==> src/rtl/saturate_arbiter.sv <==
// Round-robin arbiter sharing one saturate unit among N requesters, one transaction in flight.
// Optional clip-event counter enabled by defining SATURATE_ARBITER_CLIP_CNT_EN.
module saturate_arbiter #(
    parameter int unsigned N    = 4,
    parameter int unsigned ARGW = 16,
    parameter int unsigned RESW = ARGW,
    parameter int unsigned CNTW = 16
) (
    input  logic              clk,
    input  logic              rst,
    input  logic [N-1:0]      req_stb,
    input  logic [N*ARGW-1:0] req_dat,
    output logic [N-1:0]      req_rdy,
    output logic [N-1:0]      rsp_stb,
    output logic [RESW-1:0]   rsp_dat,
    input  logic [N-1:0]      rsp_rdy,
    output logic              sat_arg_stb,
    output logic [ARGW-1:0]   sat_arg_dat,
    input  logic              sat_arg_rdy,
    input  logic              sat_res_stb,
    input  logic [RESW-1:0]   sat_res_dat,
    output logic              sat_res_rdy
`ifdef SATURATE_ARBITER_CLIP_CNT_EN
    ,
    output logic [CNTW-1:0]   clip_cnt,
    input  logic              clip_clr
`endif
);

    localparam int unsigned IDXW = (N > 1) ? $clog2(N) : 1;

    if (N < 2 || RESW > ARGW || RESW == 0 || CNTW == 0) begin : g_param_check
        $error("saturate_arbiter: illegal parameter combination");
    end

    typedef enum logic [1:0] {
        S_IDLE,
        S_ISSUE,
        S_WAIT,
        S_RESP
    } state_t;

    state_t          state;
    logic [IDXW-1:0] ptr;
    logic [IDXW-1:0] grant;
    logic [IDXW-1:0] pick;
    logic            found;
    int unsigned     scan_idx;
    logic            arg_xfer;

    // First requester at or after ptr, wrapping at N.
    always_comb begin
        pick     = '0;
        found    = 1'b0;
        scan_idx = 0;
        for (int unsigned i = 0; i < N; i++) begin
            scan_idx = 32'(ptr) + i;
            if (scan_idx >= N) begin
                scan_idx = scan_idx - N;
            end
            if (!found && req_stb[IDXW'(scan_idx)]) begin
                found = 1'b1;
                pick  = IDXW'(scan_idx);
            end
        end
    end

    assign sat_arg_stb = (state == S_ISSUE);
    assign sat_arg_dat = req_dat[32'(grant)*ARGW +: ARGW];
    assign sat_res_rdy = (state == S_WAIT);
    assign arg_xfer    = sat_arg_stb && sat_arg_rdy;
    assign req_rdy     = arg_xfer ? (N'(1) << grant) : '0;

    always_ff @(posedge clk or negedge rst) begin
        if (!rst) begin
            state   <= S_IDLE;
            ptr     <= '0;
            grant   <= '0;
            rsp_stb <= '0;
            rsp_dat <= '0;
        end else begin
            case (state)
                S_IDLE: begin
                    if (found) begin
                        grant <= pick;
                        state <= S_ISSUE;
                    end
                end
                S_ISSUE: begin
                    if (sat_arg_rdy) begin
                        ptr   <= (grant == IDXW'(N-1)) ? '0 : grant + IDXW'(1);
                        state <= S_WAIT;
                    end
                end
                S_WAIT: begin
                    if (sat_res_stb) begin
                        rsp_dat <= sat_res_dat;
                        rsp_stb <= N'(1) << grant;
                        state   <= S_RESP;
                    end
                end
                S_RESP: begin
                    if (rsp_rdy[grant]) begin
                        rsp_stb <= '0;
                        state   <= S_IDLE;
                    end
                end
                default: state <= S_IDLE;
            endcase
        end
    end

`ifdef SATURATE_ARBITER_CLIP_CNT_EN
    logic [ARGW-1:0]    arg_q;
    logic [ARGW-RESW:0] arg_hi;
    logic               clip_evt;

    // Argument fits in RESW bits iff its top ARGW-RESW+1 bits are all equal.
    assign arg_hi   = arg_q[ARGW-1:RESW-1];
    assign clip_evt = (state == S_WAIT) && sat_res_stb && !((&arg_hi) || !(|arg_hi));

    always_ff @(posedge clk or negedge rst) begin
        if (!rst) begin
            arg_q    <= '0;
            clip_cnt <= '0;
        end else begin
            if (arg_xfer) begin
                arg_q <= sat_arg_dat;
            end
            if (clip_clr) begin
                clip_cnt <= '0;
            end else if (clip_evt && !(&clip_cnt)) begin
                clip_cnt <= clip_cnt + CNTW'(1);
            end
        end
    end
`endif

endmodule

==> config.mk <==
export PLATFORM = sky130hd
export DESIGN_NAME = saturate_arbiter
export DESIGN_NICKNAME = d
export VERILOG_FILES = /design/src/rtl/saturate_arbiter.sv
export SDC_FILE = /design/constraint.sdc
export NUM_CORES = 1
export LEC_CHECK = 0
export CAP_MARGIN = 20
export CORE_MARGIN = 1
export CORE_UTILIZATION = 25
export DETAILED_ROUTE_END_ITERATION = 10
export DONT_BUFFER_PORTS = 1
export PLACE_DENSITY = 0.36
export SLEW_MARGIN = 40
export SYNTH_ARGS = -nofsm -noshare
export SYNTH_HDL_FRONTEND = slang
export SYNTH_SLANG_ARGS = --single-unit
==> constraint.sdc <==
create_clock -name clk -period 2.5 [get_ports clk]
set_input_delay 0.75 -clock clk [delete_from_list [all_inputs] [get_ports clk]]
set_output_delay 0.75 -clock clk [all_outputs]
set_load 0.02 [all_outputs]
---- Yosys cells after proc, flatten, opt, wreduce, memory -nomap -nowiden ----
Index checks and enable logic that the tools add are counted.
word-level totals
  flip-flop bits (word level) ............. 26
  input port bits ......................... 92
operators by class
  add/subtract/negate cells ............... 8
  order comparisons ....................... 9
  equality and inequality tests ........... 8
  shift operators ......................... 2
  mux-type cells .......................... 32
  reduce and logical (&&, ||, !) cells .... 14
operators with widths
  cell                 count
  $shiftx 64x7->16     1
  $mux 2               13
  $lt 2x3->1 const B   5
  $mux 4               3
  $bmux 1 s2           5
  $ge 3x3->1 const B   3
  $mux 1               9
  $pmux 2 s4           1
  $pmux 4 s2           1
  $sub 2x1->2 const B  4
  $add 2x2->3 const B  2
  $eq 2x2->1 const B   3
  $ne 2x2->1 const B   3
  $reduce_and 2->1     3
  $logic_and 1x1->1    4
  $reduce_and 4->1     1
  $shl 1x2->4 const A  1
  $add 2x1->3 const B  1
  $ge 2x3->1 const B   1
  $logic_not 1->1      3
  $reduce_and 3->1     1
  $add 2x1->2 const B  1
  $eq 2x1->1 const B   1
  $logic_not 2->1      1
  other kinds (2)      2

---- Depth between registers and ports, before layout ----
Gate-level depths: netlist of run 1.
  depth in word-level cells ............... 16
  mapped depth ............................ 6
  gate-level depth less buffers ........... 6

---- Least setup slack after synthesis of run 1 ----
Ideal clock, no wire load.
  kind .................................... flip-flop to output port
  start ................................... reg grant[0]
  end ..................................... out sat_arg_dat[10]
  data arrival time ....................... 1.390 ns
  required time ........................... 1.750 ns
  setup slack ............................. 0.360 ns
  stages on the path, launching flop included .. 4
  path buffers ............................ 2
  cells stage by stage .................... dfrtp_1 > buf_4 > buf_6 > mux4_2
on the way
  longest elaborated chain between the ends .. 1
ends and longest elaborated chain
  item                    line  text
  from (decl)             45    logic [IDXW-1:0] grant;
  from (signal assigned)  85    grant <= pick;
  $shiftx 64x7->16        69    assign sat_arg_dat = req_dat[32'(grant)*ARGW +: ARGW];
  to (decl)               18    output logic [ARGW-1:0] sat_arg_dat,
No other way between the ends.

---- Worst setup path in the final report of run 1 ----
  start ................................... reg state[1]
  end ..................................... out req_rdy[1]
on the way
  longest elaborated chain between the ends .. 3
ends and longest elaborated chain
  item                    line  text
  from (decl)             43    state_t state;
  from (signal assigned)  76    state <= S_IDLE;
  from (signal assigned)  86    state <= S_ISSUE;
  from (signal assigned)  92    state <= S_WAIT;
  $eq 2x1->1              68    assign sat_arg_stb = (state == S_ISSUE);
  net sat_arg_stb         17    output logic sat_arg_stb,
  $logic_and 1x1->1       71    assign arg_xfer = sat_arg_stb && sat_arg_rdy;
  $mux 4                  72    assign req_rdy = arg_xfer ? (N'(1) << grant) : '0;
  to (decl)               13    output logic [N-1:0] req_rdy,
The timed path passes the listed nets, and every way through them passes these cells.

==> out/summary.md, run 1 <==
The floorplan step defined a die boundary enclosing 7182 um2. Net switching power of the design: 1.184 mW. Between clock sinks in the finished design, the worst skew comes to 0.008738 ns. The xor/xnor share of the synthesized area works out to 0. The tools report the final number of setup-violating endpoints as 0.

134 I/O pins were placed. The count of buffers from port buffering came out at 0. After detailed routing, the number of remaining DRC violations is 14. Once detail routing completed, the nets flagged for antenna violations numbered 0. In the layout the commonest cells are dfrtp_1 (26), mux2_2 (18), mux4_2 (16), inv_1 (10), ha_1 (8). Global routing finished with a remaining overflow of 0. The die is 84.75 um tall.

The detailed-placement wirelength estimate is 3216 um. In this run the worst hold path is classified as in2async. The portion of netlist area occupied by mux cells is 0.3816, and the relative contribution of sequential cells to total power is 0.370.

Timing-limited maximum frequency: 0.4347 GHz. The run gives 0.2635 as the initial core utilization. From synthesis to final layout, the design area changed by 9.868%. The core outline area was 6495 um2. The repair_antennas step left the layout with diodes totalling 0.

The clock power share was 0.131. At the pin with the least slew margin, the transition time is 0.4143 ns. In this run the power density over the cells is 1430 nW/um2. The number of CTS-inserted buffers came out at 3. The first routing iteration left 38 violations. The logs give 0.5120 mV for the worst supply voltage drop on vdd and 5961 um for the first-pass GRT wire length. The tools report the hold violation count in the final report as 0. The flow ran to the end, but the final reports show violations.

For the worst flop-to-flop path, the logic depth is 6. Max-cap violations in this run came to 0. For this block, the routed nets add up to 3885 um of wire. Counting distinct cell types in the post-synthesis netlist gives 27.

The fraction of the cycle the final worst path needs came out at 0.9202. The type of element capturing the critical path is an output pin. The detailed router placed 1061 vias in this run.

Summed over all cells, the static leakage comes to 0.7729 nW. After floorplanning, the core was divided into 29 placement rows. For the worst setup path, the data required time is 1.75 ns. The logs give 0 for the number of slew-limit violations in the final report and 0.499 for the relative contribution of combinational cells to total power. In the final timing run, aggregate negative setup slack is 0 ns. In this run, post-CTS hold repair placed 0 buffers.

At the end of routability-driven placement, the weighted congestion stood at 0.7507. Placed instance area: 1809 um2. The number of buffers inserted to repair setup after CTS is 0, and the H-tree depth is 1.

The worst register-to-register path begins at state[1]. The post-synthesis average cell area was 13.80 um2. The simple-gate portion of the synthesized area is 0.06140.

When the netlist entered floorplanning its net count stood at 224. The tools report the slack of the worst reg-to-reg path as 0.71 ns. In this run the cell area of the synthesized design comes to 1712 um2.

The synthesis-stage register bit count came out at 26. Sequential cell area fraction in the yosys report: 0.3801. Before antenna repair, the detailed router went through 7 iterations. The number of vias per cell is 5.227, and the clock sink count is 26. The compound-gate portion of the synthesized area is 0.07675, and the die width is 84.75 um. Gates resized during post-CTS repair numbered 0. The cell count after synthesis came out at 124. The number of global-route vias before repair is 1167, and the worst slew slack as a fraction of its limit is 0.7213. The largest net degree at the start of global routing came out at 27. The switching portion of total power was 0.4401.

For the worst setup path, the data arrival time is 1.55 ns. Maximum fanout count along the critical path: 7. Once layout is done, the placed cells without fillers occupy 1881 um2. The clock reaches the later pin of the worst-skew pair after 0.27 ns. The combinational family with the most area after synthesis was multiplexers. Warning count from the yosys run: 0. Leaving out fill and tap cells, the most frequent cell in the layout is dfrtp_1. The adder-cell share of the synthesized area was 0.05848. Setup repair after global routing left no endpoint under its margin. The final reports fail on design-rule violations. TritonCTS built the clock tree. The share of layout cells above drive strength 1 works out to 0.4048.

The internal power of the cells totals 1.506 mW. No sink is reached through more buffers than the 2 on the longest clock path. The total number of nets in the final design came out at 227.

The total track usage came out at 0.1086. After clock tree synthesis, the clock-pin slew on the worst setup and hold paths is 0.10 ns. The initial antenna violation count is 0, and the shortest period the worst path allows is 2.300 ns. The endpoint identified for the worst register-to-register timing path is state[1].

Final routed wire length divided by cell count: 19.14 um. The worst setup path is launched from a register. In this run the clock root is driven by a clkbuf_8. By startpoint and endpoint, the worst setup path is classified as reg2out.
-- cells by family (layout without fill, tap and decap cells) --
kind of cell             after synthesis  count (layout)
multiplexers                          40              40
flip-flops                            26              26
AND/OR/NAND/NOR                       20              20
AO/OA/AOI/OAI                         15              15
buffers and inverters                 15              17
adder cells (fa/ha/maj)                8               8
-- how the worst max path moves through the flow --
stage	startpoint	endpoint	slack, ns
after floorplan	grant[0]	sat_arg_dat[10]	0.36
after CTS	state[1]	req_rdy[1]	0.19
after detailed placement	req_dat[60]	sat_arg_dat[12]	0.46
final	state[1]	req_rdy[1]	0.20
after global routing	state[1]	req_rdy[1]	0.08
after global placement	req_dat[60]	sat_arg_dat[12]	0.46
-- per-layer routing --
layer | up-vias | global-route usage | part of all wire
li1 | 472 | - | -
met1 | 508 | 0.1254 | 0.36
met2 | 79 | 0.2025 | 0.53
met3 | 2 | 0.02065 | 0.098
met4 | 0 | 0.03236 | 0.0062
met5 | - | 0 | 0
-- layout make-up --
type                    instances  area [um2]
flip-flops and latches         26       650.6
clock inverters                 1       30.03
fillers                       645        4614
well taps                      77       96.34
inverters                      10       37.54
multi-input cells              83       989.7
repair buffers                  3       35.03
clock buffers                   3       41.29
-- state kept, by name, summed over array words and instances (netlist names) --
register	cells
rsp_stb	4
ptr	2
state	2
rsp_dat	16
grant	2
-- per-stage QoR --
stage                     setup slack, ns  instances  hold slack [ns]  power [mW]    util
after global routing              0.08360        203           0.1410       2.879  0.2895
final                              0.1996        203           0.1587       2.690  0.2895
after detailed placement           0.4647        199           0.4551       2.378  0.2786
after floorplan                    0.3603        124           0.4485       2.146       -
after CTS                          0.1853        203           0.1490       2.738  0.2895
after global placement             0.4619        199           0.4552       2.347  0.2786
-- synth_stat cells --
| cell type | count | share of area |
|---|---|---|
| a211oi_2 | 1 | 0.0073 |
| a21oi_1 | 2 | 0.0058 |
| a21oi_4 | 1 | 0.0095 |
| a221oi_1 | 2 | 0.010 |
| a2bb2oi_1 | 1 | 0.0051 |
| and3_1 | 4 | 0.015 |
| buf_2 | 3 | 0.0088 |
| buf_4 | 1 | 0.0044 |
| buf_6 | 1 | 0.0066 |
| dfrtp_1 | 26 | 0.38 |
| ha_1 | 8 | 0.058 |
| inv_1 | 10 | 0.022 |
| mux2_2 | 18 | 0.12 |
| mux2_4 | 6 | 0.053 |
| mux4_2 | 16 | 0.21 |
| nand2_1 | 6 | 0.013 |
| nand2_2 | 1 | 0.0037 |
| nand2b_1 | 2 | 0.0073 |
| nor2_1 | 2 | 0.0044 |
| nor2b_1 | 4 | 0.015 |
| nor4_1 | 1 | 0.0037 |
| o21ai_0 | 3 | 0.0088 |
| o22ai_1 | 1 | 0.0037 |
| o22ai_4 | 1 | 0.012 |
| o2bb2ai_1 | 1 | 0.0051 |
| o31ai_1 | 1 | 0.0044 |
| o32ai_1 | 1 | 0.0051 |
-- power by group through the flow --
| stage | Combinational, mW | Clock (mW) | Sequential (mW) |
|---|---|---|---|
| after floorplan | 1.19 | 0 | 0.953 |
| after global placement | 1.34 | 0 | 1.01 |
| after detailed placement | 1.37 | 0 | 1.01 |
| after CTS | 1.37 | 0.365 | 1.00 |
| after global routing | 1.47 | 0.379 | 1.03 |
| final | 1.34 | 0.351 | 0.996 |
-- worst max-delay path, stage by stage, from the launching register on --
cell and delay [ns]:
dfrtp_1 0.42, inv_1 0.09, ha_1 0.40, and3_1 0.37
Power figures use the tool's default switching activity.
==> run 2: changes to the inputs <==
Settings changed: CTS_BUF_LIST set to sky130_fd_sc_hd__clkbuf_2.
==> run 2 against run 1 <==
  * Cell count is 0.99% higher
  * Core utilization shrank 0.058 points
  * Die area unchanged
  * The flow still finishes with violations (design-rule violations)
  * Wire length is 1.3% higher
==> out/summary.md, run 2 (synthesis gave the netlist of run 1 again) <==
The run gives 3 (unchanged) as the number of CTS-inserted buffers. Setup repair after global routing left no endpoint under its margin. Last element of the critical path: sat_arg_dat[12]. The worst path required time is 1.75 ns (about the same), and the total power density per cell area is 1395 nW/um2 (-2.4%). The shortest period the worst path allows was 2.360 ns (+0.05915 ns); the worst supply voltage drop on vdd was 0.5696 mV (+11%). The actual transition at the worst max-transition pin is 0.6526 ns (+0.2383 ns), and the final routed wire length divided by cell count is 19.20 um (+0.30%). The height of the chip was 84.75 um (unchanged). The checks that failed: design-rule violations.

The initial antenna violation count came out at 0 (unchanged). The flow ran to the end, but the final reports show violations. Cell type of the slowest stage on the worst timing path: mux4_2.

The clock sink count came out at 26 (unchanged). The run gives 1079 (+1.7%) as the total vias in the final route. The tools report the post-place setup slack as 0.4647 ns (unchanged). The timing-limited maximum frequency came out at 0.4238 GHz (-2.5%).

The tools report the startpoint of the lowest-slack register-to-register path as state[0]. The tools report the final number of setup-violating endpoints as 0 (unchanged). Largest net degree at the start of global routing: 24 (-11%).

The tools report the hold path startpoint as sat_res_dat[12]. The clock root buffer master was clkbuf_2. Core outline area: 6495 um2 (unchanged).

The tools report the H-tree depth as 1 (unchanged). The fraction of the cycle the final worst path needs came out at 0.9438 (+0.02366). The worst setup path is captured at an output pin. The depth of the critical timing path with buffers and inverters included works out to 2 (-1). The number of vias per cell came out at 5.263 (+0.70%).

The count of buffers from port buffering came out at 0 (unchanged). For the leakage dissipation, the log shows 0.7705 nW (-0.30%). TritonCTS built the clock tree.

The logs give 0.1098 (+0.001253) for the total track usage and 0 ns (unchanged) for the sum of negative setup slack. For the total number of nets in the final design, the log shows 229 (+0.88%). The number of cells on the worst reg-to-reg path came out at 6 (unchanged). The library cells used most frequently in the layout, excluding fill and tap cells, are dfrtp_1 (26), mux2_2 (18), mux4_2 (16), inv_1 (10), ha_1 (7). The maximum fanout count along the critical path was 23 (+16). The critical path is of the reg2out type. Data arrival time at the worst-slack endpoint: 1.61 ns (+0.06 ns). The detailed-placement wirelength estimate is 3216 um (unchanged).

Largest register by flop count: rsp_dat. For the later-pin clock latency in the skew report, the log shows 0.36 ns (+0.09 ns). Standard-cell row count: 29 (unchanged).

In this design, the largest share of critical-path delay is due to multiplexers. The largest stage delay on the critical path was 0.60 ns (+0.18 ns). For the antenna violation net count after detailed routing, the log shows 0 (unchanged). STA classifies the critical path startpoint as a register. The overall power after layout was 2.619 mW (-2.6%). The run gives 0 (unchanged) as the hold violation count in the final report. The overall overflow remaining after global route came out at 0 (unchanged).

The signal on the critical path passes through buf_12, mux4_2. The last weighted congestion value of the routability-driven placer was 0.7507 (unchanged); the flip-flop count of the largest register, all copies and words added was 16 (unchanged). The share of layout cells above drive strength 1 works out to 0.4063 (+0.001488). The tools report the final standard cell area without fillers as 1877 um2 (-0.20%). The logs give 134 (unchanged) for the top-level I/O count and 0 (unchanged) for the number of slew-limit violations in the final report. The library cell used most frequently in the layout, excluding fill and tap cells, is dfrtp_1. The slack of the worst reg-to-reg path was 0.72 ns (about the same); the post-synthesis to final-layout area growth was 9.649%.

For the placed instance area, the log shows 1809 um2 (unchanged). The run gives 0 (unchanged) as the diode insertion count for antenna repair. The number of buffers and inverters on the critical path came out at 1 (unchanged). The type of the tightest min-delay check is in2reg.

Die width: 84.75 um (unchanged). The first-pass GRT wire length was 6023 um (+1.0%); the final worst slack was 0.1404 ns (-0.05915 ns). The detailed-routing iteration count for the pre-antenna-repair pass is 7 (unchanged).

The clock slew seen by the registers of the worst setup and hold paths was 0.27 ns (+0.17 ns). The final wirelength was 3935 um (+1.3%). The clock tree buffer depth was 2 (unchanged). The tools report the initial core utilization as 0.2635 (unchanged).

The run gives 199 (unchanged) as the number of placed cells counting well taps. For the first-iteration detailed-routing DRC count, the log shows 45 (+18%). The largest registers in the layout are rsp_dat (16), rsp_stb (4). The worst register-to-register path ends at state[1]. The final non-filler cell total is 205 (+0.99%), and the number of global-route vias before repair is 1171 (+0.34%). The die footprint is 7182 um2 (unchanged). The most critical setup path has its startpoint at grant[0]. Final worst clock skew: 0.01989 ns (+0.01115 ns). The number of max-capacitance violations reported is 0 (unchanged), and the number of remaining DRC errors is 14 (unchanged). Worst slew slack as a fraction of its limit: 0.5635 (-0.1577).
-- run 2: changes by cell type in the layout (fill, tap and decap cells not counted) --
cell | previous run | this run
ha_1 | 8 | 7
dlygate4sd3_1 | 0 | 2
clkbuf_8 | 3 | 0
clkbuf_2 | 0 | 3
ha_2 | 0 | 1
-- run 2: area by class of cell --
class / instances / area (um2)
Fill cell: 648 / 4618
Sequential cell: 26 / 650.6
Timing Repair Buffer: 5 / 55.05
Clock buffer: 3 / 15.01
Inverter: 10 / 37.54
Tap cell: 77 / 96.34
Multi-Input combinational cell: 83 / 992.2
Clock inverter: 1 / 30.03
-- run 2: where the power goes --
| part | internal [mW] | switching (mW) |
|---|---|---|
| Combinational | 0.666 | 0.692 |
| Sequential | 0.628 | 0.363 |
| Clock | 0.137 | 0.132 |
| Total | 1.43 | 1.19 |
-- run 2: worst reg2reg max path, delay by kind of cell (launching register included) --
family | cells | cell delay, ns
compound gates | 2 | 0.39
mux | 1 | 0.32
flops | 1 | 0.47
buf+inv | 2 | 0.21
fa+ha+maj | 1 | 0.32
-- run 2: routing by layer --
metal | part of all wire | global-route usage
met2 | 0.53 | 0.1996
met3 | 0.099 | 0.02360
met5 | 0 | 0
met4 | 0.0061 | 0.03236
met1 | 0.36 | 0.1297
-- run 2: how the worst min path moves through the flow --
stage / slack, ns / end / cells after the start
2_1_floorplan: 0.45 / grant[0] / 0
3_3_place_gp: 0.46 / rsp_dat[2] / 0
3_5_place_dp: 0.46 / rsp_dat[2] / 0
4_1_cts: 0.01 / rsp_dat[2] / 0
5_1_grt: 0.46 / rsp_dat[12] / 1
6_report: 0.50 / rsp_dat[12] / 1
-- run 2: repair_timing --
item	4_1_cts	5_1_grt
endpoints found under the setup margin	0	4
buffers inserted	0	0
gates resized for setup	0	1
hold buffers	1	1
endpoints found under the hold margin	11	15
-- run 2: stage by stage --
stage / hold slack (ns) / utilization
5_1_grt: 0.4551 / 0.2890
6_report: 0.5042 / 0.2890
3_5_place_dp: 0.4551 / 0.2786
4_1_cts: 0.01151 / 0.2870
3_3_place_gp: 0.4552 / 0.2786
2_1_floorplan: 0.4485 / -
